### config.mk
export PLATFORM = sky130hd
export DESIGN_NAME = mem_bus_master
export DESIGN_NICKNAME = d
export VERILOG_FILES = /design/src/rtl/micro86_bus_pkg.sv /design/src/rtl/mem_bus_master.sv
export SDC_FILE = /design/constraint.sdc
export NUM_CORES = 1
export LEC_CHECK = 0
export ABC_AREA = 1
export BUFFER_PORTS_ARGS = -buffer_cell sky130_fd_sc_hd__buf_4
export CORE_MARGIN = 10
export CORE_UTILIZATION = 50
export CTS_CLUSTER_DIAMETER = 200
export DETAILED_ROUTE_END_ITERATION = 10
export MAX_ROUTING_LAYER = met4
export PLACE_DENSITY = 0.84
export SLEW_MARGIN = 20
export SYNTH_ARGS = -nofsm -noshare
export SYNTH_HDL_FRONTEND = slang
export SYNTH_SLANG_ARGS = --single-unit
### constraint.sdc
create_clock -name clk -period 4.1 [get_ports clk]
set_input_delay 0.41 -clock clk [delete_from_list [all_inputs] [get_ports clk]]
set_output_delay 0.41 -clock clk [all_outputs]
set_load 0.1 [all_outputs]
### src/rtl/micro86_bus_pkg.sv
// Shared definitions for the micro86 memory-bus initiator.
// Latency: n/a (types and constants only).
// Backpressure: n/a.
package micro86_bus_pkg;

   localparam int BUS_ADDR_W = 16;
   localparam int BUS_DATA_W = 8;

   // Byte sequencer states of the bus master.
   typedef enum logic [1:0] {
      IDLE  = 2'd0,
      BYTE0 = 2'd1,
      BYTE1 = 2'd2,
      RESP  = 2'd3
   } bus_state_t;

endpackage

### src/rtl/mem_bus_master.sv
// Turns 8/16-bit CPU loads/stores into little-endian byte accesses on the 8-bit memory bus.
// Latency: byte load 3 cycles accept->rsp, word load 5, byte store 2, word store 3 (READ_LATENCY=1, no waits).
// Backpressure: bus_ready=0 stretches the current byte; TIMEOUT wait cycles abort it; req_ready only in IDLE.
//
// Ports:
//   clk, reset (async, active-low)
//   req_valid/req_ready handshake with req_write, req_word, req_address, req_data
//   rsp_valid one-cycle pulse with rsp_data, rsp_error (timeout abort)
//   bus_address, bus_data_out, bus_enable, bus_write_enable to the bus; bus_data_in, bus_ready from it
module mem_bus_master
   import micro86_bus_pkg::*;
#(
   parameter int READ_LATENCY = 1,
   parameter int TIMEOUT      = 255
)
(
   input  logic                  clk,
   input  logic                  reset,
   input  logic                  req_valid,
   output logic                  req_ready,
   input  logic                  req_write,
   input  logic                  req_word,
   input  logic [BUS_ADDR_W-1:0] req_address,
   input  logic [15:0]           req_data,
   output logic                  rsp_valid,
   output logic [15:0]           rsp_data,
   output logic                  rsp_error,
   output logic [BUS_ADDR_W-1:0] bus_address,
   output logic [BUS_DATA_W-1:0] bus_data_out,
   input  logic [BUS_DATA_W-1:0] bus_data_in,
   output logic                  bus_enable,
   output logic                  bus_write_enable,
   input  logic                  bus_ready
);

   localparam logic [7:0] RD_LAT = 8'(READ_LATENCY);
   localparam logic [7:0] TMO    = 8'(TIMEOUT);

   bus_state_t      state;
   bus_state_t      state_nxt;
   logic [7:0]      wait_cnt;
   logic [15:0]     addr_q;
   logic [15:0]     wdata_q;
   logic [15:0]     rdata_q;
   logic            write_q;
   logic            word_q;
   logic            err_q;
   logic            in_byte;
   logic            byte_done;
   logic            byte_abort;

   assign in_byte    = (state == BYTE0) || (state == BYTE1);
   // Stores complete on the first ready cycle; loads must also have held
   // the address for the read-latency budget.
   assign byte_done  = in_byte && bus_ready && (write_q || (wait_cnt >= RD_LAT));
   // A byte that completes on its last allowed cycle is not aborted.
   assign byte_abort = in_byte && !byte_done && (wait_cnt == TMO);

   always_ff @(posedge clk or negedge reset) begin
      if (!reset) begin
         state <= IDLE;
      end else begin
         state <= state_nxt;
      end
   end

   // Next state plus all outputs; outputs depend on state and latched
   // registers only, never on live req_* or bus_* inputs.
   always_comb begin
      state_nxt        = state;
      req_ready        = 1'b0;
      rsp_valid        = 1'b0;
      rsp_error        = 1'b0;
      rsp_data         = '0;
      bus_enable       = 1'b0;
      bus_write_enable = 1'b0;
      bus_address      = addr_q;
      bus_data_out     = wdata_q[7:0];
      case (state)
         IDLE: begin
            req_ready = 1'b1;
            if (req_valid) state_nxt = BYTE0;
         end
         BYTE0: begin
            bus_enable       = 1'b1;
            bus_write_enable = write_q;
            if (byte_done)       state_nxt = word_q ? BYTE1 : RESP;
            else if (byte_abort) state_nxt = RESP;
         end
         BYTE1: begin
            bus_enable       = 1'b1;
            bus_write_enable = write_q;
            bus_address      = addr_q + 16'd1;   // wraps 0xFFFF -> 0x0000
            bus_data_out     = wdata_q[15:8];
            if (byte_done || byte_abort) state_nxt = RESP;
         end
         RESP: begin
            rsp_valid = 1'b1;
            rsp_error = err_q;
            rsp_data  = err_q ? 16'h0000 : rdata_q;
            state_nxt = IDLE;
         end
         default: state_nxt = IDLE;
      endcase
   end

   always_ff @(posedge clk or negedge reset) begin
      if (!reset) begin
         wait_cnt <= '0;
         addr_q   <= '0;
         wdata_q  <= '0;
         rdata_q  <= '0;
         write_q  <= 1'b0;
         word_q   <= 1'b0;
         err_q    <= 1'b0;
      end else begin
         // Counter restarts on every byte boundary (any state change).
         if (state != state_nxt)  wait_cnt <= '0;
         else if (in_byte)        wait_cnt <= wait_cnt + 8'd1;

         if (state == IDLE && req_valid) begin
            addr_q  <= req_address;
            wdata_q <= req_data;
            write_q <= req_write;
            word_q  <= req_word;
            rdata_q <= '0;        // gives zero-extension and a zero store result
            err_q   <= 1'b0;
         end

         if (byte_done && !write_q) begin
            if (state == BYTE0) rdata_q[7:0]  <= bus_data_in;
            else                rdata_q[15:8] <= bus_data_in;
         end

         if (byte_abort) err_q <= 1'b1;
      end
   end

endmodule

==> out/results.ini <==
[power]
p_leak_nw = 2.28
power_mw = 3.91
ir_worst_vdd_uv = 650
power_density_nw_per_um2 = 922

[placement]
placed_area_sq_um = 4000
gp_congestion = 0.850
place_ws_ns = 1.17
dp_hpwl_mm = 5.72
io_buffers = 90
place_inst = 571

[clock_network]
cts.sinks = 61
hold_buffers = 0
clkTransAtPathRegs_ns = 0.06
cts_setup_buffers = 0
postCtsResizedCells = 0
clk_latency_ns = 0.33
cts_made_buffers = 9
clockRootBuffer = clkbuf_8
tritoncts = built
htreeDepth = 3
clock_path_buffers = 2

[timing]
finalWorstSetupSlack_ns = 0.797
worst_hold_slack_ns = 0.143
finClkSkew_ns = 0.00680
period_minus_slack_ns = 3.30
grt_setup_unrepaired = no
worst_slew_pin_slew_ns = 0.884
setup_viol = 0
fin_tns_setup_ns = 0
final_hold_viol_count = 0
fmax_ghz = 0.303
finalCritPeriodShare = 0.806
slew_viol_final = 0
slew_headroom = 0.410

[logic_synthesis]
syn_nets = 471
synth_top_cell_by_area = dfrtp_1
netlist.area_leader.share = 0.466
ys_top_cells_by_area = dfrtp_1, nand2_1, inv_1
yosys.area_share.simple = 0.313
synthXorXnorAreaFrac = 0.0535
synth_compound_area_frac = 0.0558
synth_enable_flop_cells = 0
synthFlopType = dfrtp_1
synth-seq-cells = 61
synth_cells = 416
synth_top_family_by_area = simple AND/OR/NAND/NOR gates
synthAdderAreaFrac = 0.0344
synth_cell_types = 25
yosys-mux-area-fraction = 0
syn_avg_cell_area_sq_um = 7.87
yosys_warnings = 0
synth-seq-area-share = 0.466
syn_area_sq_um = 3270
async_flop_share = 1.00

[worst_setup_path]
cp_common_cell = inv_1
cp_top_family = buffers and inverters
cpPeakStageDelay_ns = 0.49
required_ns = 3.69
path_buf_inv = 5
crit_chain = inv_1, ha_1, inv_2, nor2_1, nand2_1, inv_1, nand3_1, inv_1, nand3_1, nor3_2, xor2_1, buf_4
r2r_start = state[1]
rrSetupSlack_ns = 1.82
criticalPathCategory = flop to output pin
worst_setup_path_end_kind = output pin
arrival_ns = 2.89
crit_path_top_delay_cell = ha_1
start_kind = flop
reg2reg_to = addr_q[13]
reg2reg_depth = 6
worstPathMaxFanout = 13

[global_routing]
grt_max_degree = 62
antenna_found_initial = 0
groute.usage.overall = 0.158
grt_pass1_wl_mm = 13.0
first_global_vias = 3010
grt_overflow = 0

[die]
rows = 29
dieArea_sq_um = 10200
dieHeight_um = 101
core_area_sq_um = 6350
pin_count = 91
start_util = 0.515
die_width_um = 101

[routing]
first_pass_iters = 4
totalWireLength_mm = 7.77
drtAntennaViolNets = 0
vias = 2840
wl_per_cell_um = 13.2
drc = 0
drt_iter0_markers = 140
via_per_inst = 4.84

[finish]
diodes = 0
multi_input_area_sq_um = 1500
final_cells = 587
area_growth_pct = 29.4
fin_area_sq_um = 4240
drive_gt1_frac = 0.263
ff_latch_area_sq_um = 1530
final_util = 0.667
nFillCells = 520
fin_nets = 560

[flow_run]
drv_cap = 0

[outcome]
outcome = finished, final reports clean

[worst_hold_path]
min_path_type = input pin to asynchronous set/reset pin

==> layout by cell type (no fill, tap or decap), types with 10 or more instances in the layout <==
master / count
o31ai_1: 16
nor2_2: 10
dfrtp_1: 61
xor2_1: 11
nand2_1: 167
inv_1: 49
nand3_1: 12
clkbuf_8: 10
nor2_1: 28
buf_4: 91
==> where the power goes <==
group          switching, mW  internal [mW]
Combinational           1.75          0.507
Clock                  0.222          0.420
Sequential             0.156          0.849
Total                   2.13           1.78
==> metal layers <==
metal | vias up | GRT usage | share of wire
met2 | 74 | 0.268 | 0.51
met1 | 1311 | 0.173 | 0.43
met3 | 13 | 0.0384 | 0.045
met4 | 0 | 0.0686 | 0.017
li1 | 1442 | - | -
met5 | - | - | 0
==> flip-flops by register name, summed over array words and instances, names as in the netlist <==
register / count
addr_q: 16
err_q: 1
rdata_q: 16
state: 2
wait_cnt: 8
wdata_q: 16
word_q: 1
write_q: 1
==> area by class of cell <==
class | count | area share
Clock buffer | 12 | 0.0343
Clock inverter | 4 | 0.0224
Inverter | 52 | 0.0461
Multi-Input combinational cell | 290 | 0.353
Sequential cell | 61 | 0.360
Tap cell | 77 | 0.0227
Timing Repair Buffer | 91 | 0.161
==> cell families after synthesis <==
logic type	Yosys count
fa+ha+maj	9
simple gates	234
xor+xnor	20
buf+inv	65
compound gates	27
flops	61
==> worst max path at each step <==
stage	start	to	slack [ns]	depth (start not counted)
after floorplan	state[1]	rsp_data[10]	0.64	4
after global placement	state[0]	bus_address[14]	1.27	12
after detailed placement	state[0]	bus_address[14]	1.17	12
after CTS	state[0]	bus_address[14]	0.80	12
after global routing	state[0]	bus_address[12]	0.48	13
final	state[0]	bus_address[14]	0.80	12
==> Yosys cell counts (8+ instances only) <==
cell,count
inv_1,49
nor2_2,10
nand3_1,12
dfrtp_1,61
ha_1,9
xnor2_1,9
o31ai_1,16
nand2_1,167
clkbuf_1,9
nor2_1,28
o21ai_0,8
xor2_1,11
Power figures use the tool's default switching activity.
